--- config.mk ---
export PLATFORM = sky130hd
export DESIGN_NAME = pcs_link_controller
export DESIGN_NICKNAME = d
export VERILOG_FILES = /design/src/rtl/pcs_link_controller.sv
export SDC_FILE = /design/constraint.sdc
export NUM_CORES = 1
export LEC_CHECK = 0
export BUFFER_PORTS_ARGS = -buffer_cell sky130_fd_sc_hd__buf_4
export CAP_MARGIN = 20
export CORE_MARGIN = 2
export CORE_UTILIZATION = 55
export DETAILED_ROUTE_END_ITERATION = 8
export GPL_TIMING_DRIVEN = 0
export HOLD_SLACK_MARGIN = 0.1
export PLACE_DENSITY = 0.86
export SYNTH_ARGS = -nofsm -noshare
export SYNTH_HDL_FRONTEND = slang
export SYNTH_SLANG_ARGS = --single-unit
--- constraint.sdc ---
create_clock -name clk_i -period 3 [get_ports clk_i]
set_clock_uncertainty 0.2 [all_clocks]
set_input_delay 0.45 -clock clk_i [delete_from_list [all_inputs] [get_ports clk_i]]
set_output_delay 0.45 -clock clk_i [all_outputs]
set_load 0.01 [all_outputs]
--- src/rtl/pcs_link_controller.sv ---
// 1000BASE-X PCS receive link sequencer: debounces signal_detect, gates the sync FSM,
// times out stalled acquisition with a backoff, and qualifies sync before raising link_up.
module pcs_link_controller #(
  parameter int unsigned DEBOUNCE_CYC = 16,
  parameter int unsigned ACQ_TIMEOUT  = 1024,
  parameter int unsigned HOLDOFF_CYC  = 64,
  parameter int unsigned BACKOFF_CYC  = 32,
  parameter int unsigned CNT_W        = 8
) (
  input  logic             clk_i,
  input  logic             rst_ni,
  input  logic             enable_i,
  input  logic             signal_detect_i,
  input  logic             sync_status_i,
  input  logic             clear_counters_i,
  output logic             sync_enable_o,
  output logic             sync_restart_o,
  output logic             link_up_o,
  output logic             rx_enable_o,
  output logic [CNT_W-1:0] loss_count_o,
  output logic [CNT_W-1:0] acq_fail_count_o,
  output logic [5:0]       state_out_o
);

  localparam int unsigned MaxAB  = (DEBOUNCE_CYC > ACQ_TIMEOUT) ? DEBOUNCE_CYC : ACQ_TIMEOUT;
  localparam int unsigned MaxCD  = (HOLDOFF_CYC > BACKOFF_CYC) ? HOLDOFF_CYC : BACKOFF_CYC;
  localparam int unsigned MaxCyc = (MaxAB > MaxCD) ? MaxAB : MaxCD;
  localparam int unsigned TimerW = $clog2(MaxCyc + 1);

  typedef logic [TimerW-1:0] timer_t;

  // Timer holds the count of qualifying cycles already seen, so expiry compares against N-1.
  localparam timer_t DebLast  = timer_t'(DEBOUNCE_CYC - 1);
  localparam timer_t AcqLast  = timer_t'(ACQ_TIMEOUT - 1);
  localparam timer_t HoldLast = timer_t'(HOLDOFF_CYC - 1);
  localparam timer_t BackLast = timer_t'(BACKOFF_CYC - 1);

  typedef enum logic [2:0] {
    StDisabled = 3'd0,
    StDebounce = 3'd1,
    StAcquire  = 3'd2,
    StHoldoff  = 3'd3,
    StLinkUp   = 3'd4,
    StBackoff  = 3'd5
  } state_e;

  state_e           state_q, state_d;
  timer_t           timer_q, timer_d;
  logic             sd_q;
  logic             restart_q, restart_d;
  logic [CNT_W-1:0] loss_q, loss_d;
  logic [CNT_W-1:0] fail_q, fail_d;
  logic             loss_inc, fail_inc;
  logic             sd_change;

  assign sd_change = signal_detect_i ^ sd_q;

  always_comb begin
    state_d   = state_q;
    timer_d   = timer_q;
    restart_d = 1'b0;
    loss_inc  = 1'b0;
    fail_inc  = 1'b0;
    if (!enable_i) begin
      state_d  = StDisabled;
      timer_d  = '0;
      loss_inc = (state_q == StLinkUp);
    end else begin
      unique case (state_q)
        StDisabled: begin
          state_d = StDebounce;
          timer_d = '0;
        end
        StDebounce: begin
          if (signal_detect_i && !sd_change) begin
            if (timer_q == DebLast) begin
              state_d = StAcquire;
              timer_d = '0;
            end else begin
              timer_d = timer_q + timer_t'(1);
            end
          end else begin
            timer_d = '0;
          end
        end
        StAcquire: begin
          if (!signal_detect_i) begin
            state_d = StDebounce;
            timer_d = '0;
          end else if (sync_status_i) begin
            state_d = StHoldoff;
            timer_d = '0;
          end else if (timer_q == AcqLast) begin
            state_d   = StBackoff;
            timer_d   = '0;
            restart_d = 1'b1;
            fail_inc  = 1'b1;
          end else begin
            timer_d = timer_q + timer_t'(1);
          end
        end
        StHoldoff: begin
          if (!signal_detect_i) begin
            state_d = StDebounce;
            timer_d = '0;
          end else if (!sync_status_i) begin
            state_d = StAcquire;
            timer_d = '0;
          end else if (timer_q == HoldLast) begin
            state_d = StLinkUp;
            timer_d = '0;
          end else begin
            timer_d = timer_q + timer_t'(1);
          end
        end
        StLinkUp: begin
          timer_d = '0;
          if (!signal_detect_i) begin
            state_d  = StDebounce;
            loss_inc = 1'b1;
          end else if (!sync_status_i) begin
            state_d  = StAcquire;
            loss_inc = 1'b1;
          end
        end
        StBackoff: begin
          if (timer_q == BackLast) begin
            state_d = StDebounce;
            timer_d = '0;
          end else begin
            timer_d = timer_q + timer_t'(1);
          end
        end
        default: begin
          state_d = StDisabled;
          timer_d = '0;
        end
      endcase
    end
  end

  // Statistics saturate; a clear overrides any coincident increment.
  always_comb begin
    loss_d = loss_q;
    fail_d = fail_q;
    if (clear_counters_i) begin
      loss_d = '0;
      fail_d = '0;
    end else begin
      if (loss_inc && (loss_q != '1)) loss_d = loss_q + 1'b1;
      if (fail_inc && (fail_q != '1)) fail_d = fail_q + 1'b1;
    end
  end

  always_ff @(posedge clk_i) begin
    if (!rst_ni) begin
      state_q   <= StDisabled;
      timer_q   <= '0;
      sd_q      <= 1'b0;
      restart_q <= 1'b0;
      loss_q    <= '0;
      fail_q    <= '0;
    end else begin
      state_q   <= state_d;
      timer_q   <= timer_d;
      sd_q      <= signal_detect_i;
      restart_q <= restart_d;
      loss_q    <= loss_d;
      fail_q    <= fail_d;
    end
  end

  assign state_out_o      = 6'd1 << state_q;
  assign sync_enable_o    = (state_q == StAcquire) || (state_q == StHoldoff) ||
                            (state_q == StLinkUp);
  assign link_up_o        = (state_q == StLinkUp);
  assign rx_enable_o      = (state_q == StLinkUp);
  assign sync_restart_o   = restart_q;
  assign loss_count_o     = loss_q;
  assign acq_fail_count_o = fail_q;

endmodule

; ---- Word level (Yosys, flattened, before mapping)
; Index checks and enable logic that the tools add are counted.
[totals]
reg_bits = 32
inputBits = 6
out_inout_bits = 26
elab_cells = 70
[op_classes]
n_addsub = 3
n_eq_ne = 17
n_shift = 1
n_mux = 31
n_bitwise = 2
n_reduce_logical = 10
[op_table]
columns = cell, count
row1 = 2-to-1 mux 11 bit, 9
row2 = one-hot mux 11 bit (4 select lines), 1
row3 = 2-to-1 mux 3 bit, 11
row4 = one-hot mux 3 bit (6 select lines), 1
row5 = "adder 8 x 1 -> 8 bit, second input constant", 2
row6 = "!= test 8 bit, second input constant", 2
row7 = "adder 11 x 1 -> 11 bit, second input constant", 1
row8 = "== test 11 x 10 -> 1 bit, second input constant", 1
row9 = "== test 11 x 4 -> 1 bit, second input constant", 1
row10 = "== test 11 x 5 -> 1 bit, second input constant", 1
row11 = "== test 11 x 6 -> 1 bit, second input constant", 1
row12 = 2-to-1 mux 1 bit, 9
row13 = "!= test 4 bit, second input constant", 2
row14 = "== test 3 x 2 -> 1 bit, second input constant", 2
row15 = "== test 3 bit, second input constant", 2
row16 = "!= test 2 bit, second input constant", 3
row17 = AND reduction 6 bit, 1
row18 = "left shift 1 x 3 -> 6 bit, first input constant", 1
row19 = "== test 3 x 1 -> 1 bit, second input constant", 1
row20 = logical AND 1 bit, 3
row21 = zero test 3 bit, 1
row22 = "!= test 3 bit, second input constant", 1
row23 = logical OR 1 bit, 2
row24 = AND reduction 2 bit, 1
row25 = 4 further kinds, 4

; ---- Longest topological paths before layout
; Gate-level depths: netlist (run 1).
[depth]
depth_word = 7
depth_mapped = 6
depth_no_buf = 6

; ---- Worst setup path after synthesis (run 1)
; No wires, ideal clock.
[synth_path]
kind = register to register
from = register timer_q[0]
to = register timer_q[2]
setup_time_ps = 136
arrival_time_ps = 2001
required_time_ps = 2664
path_slack_ps = 663
path_stages_with_launch = 7
path_buffers = 0
synth_period_minus_slack_ps = 2337
path_cell_list = dfxtp_1 -> ha_1 -> nand4_1 -> or4b_4 -> a21o_1 -> a211oi_4 -> nor4_1
[synth_via]
elab_chain_len = 5
word_cells_on_any_way = 15
cone_classes = 1 x add/sub / 4 x eq/ne / 10 x mux
[synth_rtl]
columns = item, line_no
row1 = "start, declared", 48  ; timer_t timer_q, timer_d;
row2 = "start signal, assigned", 165  ; timer_q <= timer_d;
row3 = "adder 11 x 1 -> 11 bit, or another cell as far along", -
row4 = 2-to-1 mux 11 bit (on tied branches), "109, 93"
row5 = 2-to-1 mux 11 bit (on tied branches), "106, 90"
row6 = 2-to-1 mux 11 bit (on tied branches), "103, 87"
row7 = one-hot mux 11 bit (4 select lines) (*), 69  ; unique case (state_q)
; Every way passes the cells marked *; elsewhere a longest branch is shown, timed or not.
; A chain may end at the register's enable or synchronous reset.

; ---- Worst setup path after layout (run 1)
[layout_path]
from = register timer_q[0]
to = register timer_q[7]
; The elaborated chain is that of the path after synthesis.

==> results by group, run 1 <==
Routing
  – Initial DRC Count: 139
  – Routed WL: 3.909 mm
  – Wire length on met1: 1.813 mm
  – DRC viols: 0
  – Met2 wire length: 1.826 mm
  – Vias/cell: 5.813
  – Via Count: 1,709
  – Wire per inst: 13.30 µm
  – Met3 wire length: 221 µm
  – Antenna-violating nets left: 0
  – Top sig layer: met4
  – DRT Pass-1 Iters: 4

Yosys
  – Top_reg_cell synth: dfxtp_1
  – Synth async-reset ratio: 0
  – Synthesized instance count: 211
  – Synth top area share: 0.3611
  – Yosys warns: 0
  – Library cells used by synthesis: 47
  – Synthesized area: 0.001774 mm²
  – Count of flip-flops with a built-in enable after synthesis: 0
  – Synth area leaders: dfxtp_1, xnor2_1, nor4_1, nor2_1, nand3_1
  – Yosys top cell by area: dfxtp_1
  – Share of the yosys chip area belonging to registers: 0.3611
  – Synth Net Count: 220
  – Most instantiated cells after synthesis: dfxtp_1, nor2_1, nand2_1, xnor2_1, nor4_1
  – Seq cells post-synth: 32
  – Mean Syn Cell Area: 8.409 µm²
  – Most common cell in the synthesized netlist: dfxtp_1

Worst setup path
  – Crit. End Element: register
  – Critical Path RT: 3010 ps
  – Reg2reg setup slack: 380 ps
  – Setup CP Type: reg2reg
  – Worst EP arrival: 2630 ps
  – Crit path launch type: register
  – Worst Path Max Fanout: 8

Final layout
  – # diodes: 0
  – Nets: 258
  – Share of post-route cells with drive strength above 1: 0.1960
  – P&R area growth vs syn: 20.52%
  – Final core utilization: 0.7004
  – Register area: 640.6 µm²
  – Multi-input logic area: 0.001070 mm²
  – Fillers: 276

Placed design
  – Port buffer count: 31
  – Place WS: 401.3 ps
  – GP Congestion: 0.8874
  – Hpwl dp: 2.820 mm

Floorplanning
  – Die width: 60.80 µm
  – DIE AREA: 0.003696 mm²
  – Io pins: 32
  – CORE AREA: 0.003053 mm²
  – Die height: 60.80 µm
  – Starting Density: 0.5811
  – Row count: 20

GRT
  – Initial antenna violation count: 0
  – GR Overflow Total: 0
  – Vias in the first global route: 1,525
  – Gr usage total: 0.2335
  – Largest net degree at the start of global routing: 11
  – First-pass GRT wire length: 6.437 mm

Job
  – # Max-Cap Violations: 0

Timing
  – Minimum clock period: 2623 ps
  – Endpoints failing hold: 0
  – # setup viols final: 0
  – RSZ-0062 raised after global routing: false
  – Slew @ Worst Pin: 668.9 ps
  – Final slew viol count: 0
  – Final period utilization: 0.8743
  – Max Fclk: 381.2 MHz
  – Fin worst setup slack: 377.0 ps
  – Max-slew headroom: 0.5524
  – Fin Setup TNS: 0 ps

CTS
  – CTS Hold Buffers Added: 0
  – CTS Sinks: 32
  – Post-CTS Repair Setup Buffers: 0
  – Worst-path clk slew: 100 ps
  – Clock Latency Late Sink: 350 ps
  – # resized after CTS: 0
  – H-tree depth: 2
  – Root buffer cell: clkbuf_4
  – Max clock buf depth: 2
  – TritonCTS clock tree: yes
  – CTS Buf Count: 5

Power
  – Static Leak: 0.7645 nW
  – Worst VDD drop: 0.0002366 V
  – Power per cell area: 377.2 mW/mm²

Status
  – Status: complete, no violations

Min path
  – HP Class: in2reg
[area by class of cell]
class | instances | area share
plain buffers | 10 | 0.02106
clock buffers | 6 | 0.01931
clock inverters | 2 | 0.01638
inverters | 5 | 0.008777
multi-input cells | 164 | 0.5003
flip-flops and latches | 32 | 0.2996
well taps | 44 | 0.02575
repair buffers | 31 | 0.1088
[flip-flops by register name, summed over array words and instances (netlist names)]
signal and flops:
loss_count_o 8, sd_q 1, state_q 3, acq_fail_count_o 8, timer_q 11, sync_restart_o 1
[stage by stage]
step	instance area, µm²	std cells	total power (W)	hold WS, ps
after floorplan	1774	211	0.0004661	231.9
after global placement	2062	286	0.0004846	247.7
after detailed placement	2062	286	0.0004846	254.9
after CTS	2138	294	0.0008095	149.4
after global routing	2138	294	0.0008354	134.7
final	2138	294	0.0008066	150.4
[kinds of logic (layout without fill, tap and decap cells)]
family                   after synthesis  after routing  share of synthesized area
multiplexers                           4              4                    0.02257
AND/OR/NAND/NOR                      107            107                     0.3463
XOR/XNOR                              17             17                    0.08393
adder cells (fa/ha/maj)                3              3                    0.02116
flip-flops                            32             32                     0.3611
buffers and inverters                 15             54                    0.03597
AO/OA/AOI/OAI                         33             33                     0.1291
[cells in the final DEF, fill, tap and decap left out, drive strengths merged, types with 2 or more instances in the layout]
master / synthesis / layout
xor2: 3 / 3
buf: 3 / 34
nand2b: 2 / 2
dfxtp: 32 / 32
nor2b: 4 / 4
and3: 7 / 7
nand2: 14 / 14
nor3: 4 / 4
o21ai: 8 / 8
nor4: 13 / 13
nand3: 11 / 11
a21oi: 8 / 8
nor4b: 4 / 4
and2: 6 / 6
nor2: 21 / 21
a2111oi: 3 / 3
and3b: 2 / 2
nand4: 4 / 4
or2: 2 / 2
mux2i: 4 / 4
o21bai: 2 / 2
ha: 3 / 3
or3: 3 / 3
o211ai: 2 / 2
nor3b: 3 / 3
clkbuf: 7 / 13
xnor2: 14 / 14
or4: 4 / 4
inv: 5 / 5
a211oi: 3 / 3
[worst paths after layout]
| path | from | end | depth (start not counted) |
|---|---|---|---|
| max reg2reg | timer_q[0] | timer_q[7] | 6 |
| min reg2reg | timer_q[0] | timer_q[0] | 1 |
| min | rst_ni | sd_q | 2 |
| max | timer_q[0] | timer_q[7] | 6 |
[where the power goes]
| part | switching (W) | internal [W] | leakage, nW |
|---|---|---|---|
| logic | 0.0000287 | 0.0000193 | 0.464 |
| clock network | 0.000157 | 0.000175 | 0.0422 |
| registers | 0.000000841 | 0.000427 | 0.258 |
[worst max-delay path: stages (launching register included)]
cell	delay, ps
dfxtp_1	360
ha_1	240
nand4_1	300
or4_1	690
and2_1	260
a211oi_4	330
nor4_1	100
[routing by layer]
metal  GRT usage  vias to the layer above
li1            -                      852
met1      0.2876                      805
met2      0.3810                       47
met3     0.07676                        5
met4     0.08696                        0
met5           0                        -
Note: power is estimated with default switching activity, not from simulation.
==> run 2: changes to the inputs <==
CELL_PAD_IN_SITES_DETAIL_PLACEMENT = 1   (was unset)
CELL_PAD_IN_SITES_GLOBAL_PLACEMENT = 1   (was unset)
CORE_UTILIZATION = 41   (was 55)
CTS_CLUSTER_DIAMETER = 30   (was unset)
PLACE_DENSITY = unset   (was 0.86)
PLACE_DENSITY_LB_ADDON = 0.05   (was unset)
==> run 2 against run 1 <==
Global-route usage is 3.3 points lower. Count of clock-buffer cells in the layout stayed put. Non-clock buffer count stayed put. Worst setup slack worse by 68 ps. Hold slack better by 70 ps. Sequential power hardly changed. Clock power is 4% lower. Critical path depth stayed put. Fmax is 2.5% lower. Via count is 2.2% lower. Flip-flop and latch count stayed put. Wire length is 17% higher.
==> results by group, run 2 (same netlist as run 1, synthesis figures left out) <==
Routing
  – Routed WL: 4.588 mm (+17%)
  – Antenna-violating nets left: 0 (unchanged)
  – DRT Pass-1 Iters: 4 (unchanged)
  – Via Count: 1,671 (-2.2%)
  – Wire per inst: 15.34 µm (+15%)
  – Initial DRC Count: 67 (-52%)
  – Vias/cell: 5.589 (-3.9%)
  – DRC viols: 0 (unchanged)

Timing
  – Minimum clock period: 2691 ps (+67.59 ps)
  – Max-slew headroom: 0.5564 (+0.004033)
  – Max Fclk: 371.7 MHz (-2.5%)
  – Endpoints failing hold: 0 (unchanged)
  – # setup viols final: 0 (unchanged)
  – RSZ-0062 raised after global routing: false
  – Slew @ Worst Pin: 662.9 ps (-6.027 ps)
  – Fin Setup TNS: 0 ps (unchanged)
  – Worst hold slack: 220.5 ps (+70.11 ps)
  – Final slew viol count: 0 (unchanged)
  – Final period utilization: 0.8969 (+0.02253)

Floorplanning
  – Die height: 69.78 µm (+15%)
  – Die width: 69.78 µm (+15%)
  – Starting Density: 0.4342 (-0.1470)
  – Row count: 23 (+15%)
  – DIE AREA: 0.004869 mm² (+32%)
  – CORE AREA: 0.004086 mm² (+34%)
  – Io pins: 32 (unchanged)

Job
  – # Max-Cap Violations: 0 (unchanged)

Worst setup path
  – CP max stage cell: or4_1
  – Worst Path Max Fanout: 8 (unchanged)
  – Setup CP Type: reg2reg
  – Critical Path RT: 2970 ps (-40 ps)
  – CP max stage delay: 710 ps (+20 ps)
  – Crit path launch type: register
  – Worst EP arrival: 2660 ps (+30 ps)
  – Cells along the critical path: ha_1, nand4_1, or4_1, a32oi_1, o211ai_1, a221oi_1
  – Crit. End Element: register

Placed design
  – Hpwl dp: 3.433 mm (+22%)
  – Post-DP Area: 0.002069 mm² (+0.36%)
  – Placed cells: 292 (+2.1%)
  – Port buffer count: 31 (unchanged)
  – GP Congestion: 0.7734 (-13%)

CTS
  – Post-CTS Repair Setup Buffers: 0 (unchanged)
  – H-tree depth: 2 (unchanged)
  – Worst-path clk slew: 70 ps (-30 ps)
  – Clock Latency Late Sink: 280 ps (-70 ps)
  – CTS Buf Count: 5 (unchanged)
  – CTS Sinks: 32 (unchanged)
  – Max clock buf depth: 2 (unchanged)
  – Root buffer cell: clkbuf_8
  – # resized after CTS: 0 (unchanged)
  – TritonCTS clock tree: yes
  – CTS Hold Buffers Added: 0 (unchanged)

Final layout
  – Most frequent cells in the layout: buf_4, dfxtp_1, nor2_1
  – Max FFs per register: 11 (unchanged)
  – Fillers: 519 (+88%)
  – Non-Filler Instances: 299 (+1.7%)
  – Commonest non-fill, non-tap cell in the layout: buf_4
  – Nets: 258 (unchanged)
  – Largest Register: timer_q
  – P&R area growth vs syn: 21.02%
  – Finished Cell Area: 0.002147 mm² (+0.41%)
  – Register area: 640.6 µm² (unchanged)
  – Multi-input logic area: 0.001070 mm² (unchanged)
  – # diodes: 0 (unchanged)
  – Final core utilization: 0.5254 (-0.1750)
  – Share of post-route cells with drive strength above 1: 0.1928 (-0.003229)

GRT
  – Initial antenna violation count: 0 (unchanged)
  – First-pass GRT wire length: 7.990 mm (+24%)
  – GR Overflow Total: 0 (unchanged)
  – Vias in the first global route: 1,691 (+11%)
  – Gr usage total: 0.2005 (-0.03294)
  – Largest net degree at the start of global routing: 11 (unchanged)

Power
  – Sw power: 0.0001911 W (+2.6%)
  – Logic gate share of total power: 0.062 (+0.003)
  – Static Leak: 0.7633 nW (-0.16%)
  – Power per cell area: 370.2 mW/mm² (-1.9%)
  – Worst VDD drop: 0.0002218 V (-6.3%)
  – Switching power share of the total: 0.2404 (+0.009558)
  – Power Internal: 0.0006037 W (-2.7%)
  – Seq pwr share: 0.538 (+0.008)
  – Clock share of power: 0.400 (-0.011)

Status
  – Status: complete, no violations

Min path
  – HP Class: in2reg
run 2: changes by cell type in the layout (fill, tap and decap cells not counted):
cell	delta
clkbuf_4	-5
clkbuf_8	+5
bufinv_16	-1
run 2: power groups by stage:
stage / logic, W / registers, W / clock network [W]
after floorplan: 0.0000292 / 0.000437 / 0
after detailed placement: 0.0000496 / 0.000437 / 0
after CTS: 0.0000498 / 0.000427 / 0.000328
after global placement: 0.0000493 / 0.000437 / 0
after global routing: 0.0000554 / 0.000427 / 0.000343
final: 0.0000492 / 0.000427 / 0.000318
run 2: worst max-delay path: cells and delay by family, from the launching register on:
family / cells / cell delay (ps)
and+or+nand+nor: 2 / 1040
AOI/OAI and AO/OA: 3 / 760
DFF: 1 / 350
adders and majority gates: 1 / 240
run 2: area by class of cell:
| class | count | share of cell area |
|---|---|---|
| repair buffers | 31 | 0.1084 |
| well taps | 50 | 0.02914 |
| multi-input cells | 164 | 0.4983 |
| plain buffers | 10 | 0.02098 |
| flip-flops and latches | 32 | 0.2984 |
| clock inverters | 1 | 0.002331 |
| clock buffers | 6 | 0.03380 |
| inverters | 5 | 0.008741 |
run 2: stage by stage:
step / total power, W / worst slack [ps]
floorplan: 0.0004661 / 663.1
global placement: 0.0004864 / 350.5
finish: 0.0007948 / 309.4
detailed placement: 0.0004867 / 322.8
global route: 0.0008259 / 131.2
CTS: 0.0008051 / 302.8
run 2: final timing paths:
| path | start | end | slack (ps) | depth (start not counted) |
|---|---|---|---|---|
| worst min register to register | timer_q[0] | timer_q[0] | 260 | 1 |
| worst max-delay path | timer_q[0] | state_q[1] | 310 | 6 |
| worst max register to register | timer_q[0] | state_q[1] | 310 | 6 |
| worst min-delay path | rst_ni | sd_q | 220 | 2 |
run 2: per-layer routing:
metal / global-route usage / share of wire / up-vias
li1: - / - / 845
met5: 0 / 0 / -
met4: 0.06410 / 0.014 / 0
met1: 0.2634 / 0.48 / 797
met2: 0.3270 / 0.47 / 22
met3: 0.04360 / 0.029 / 7
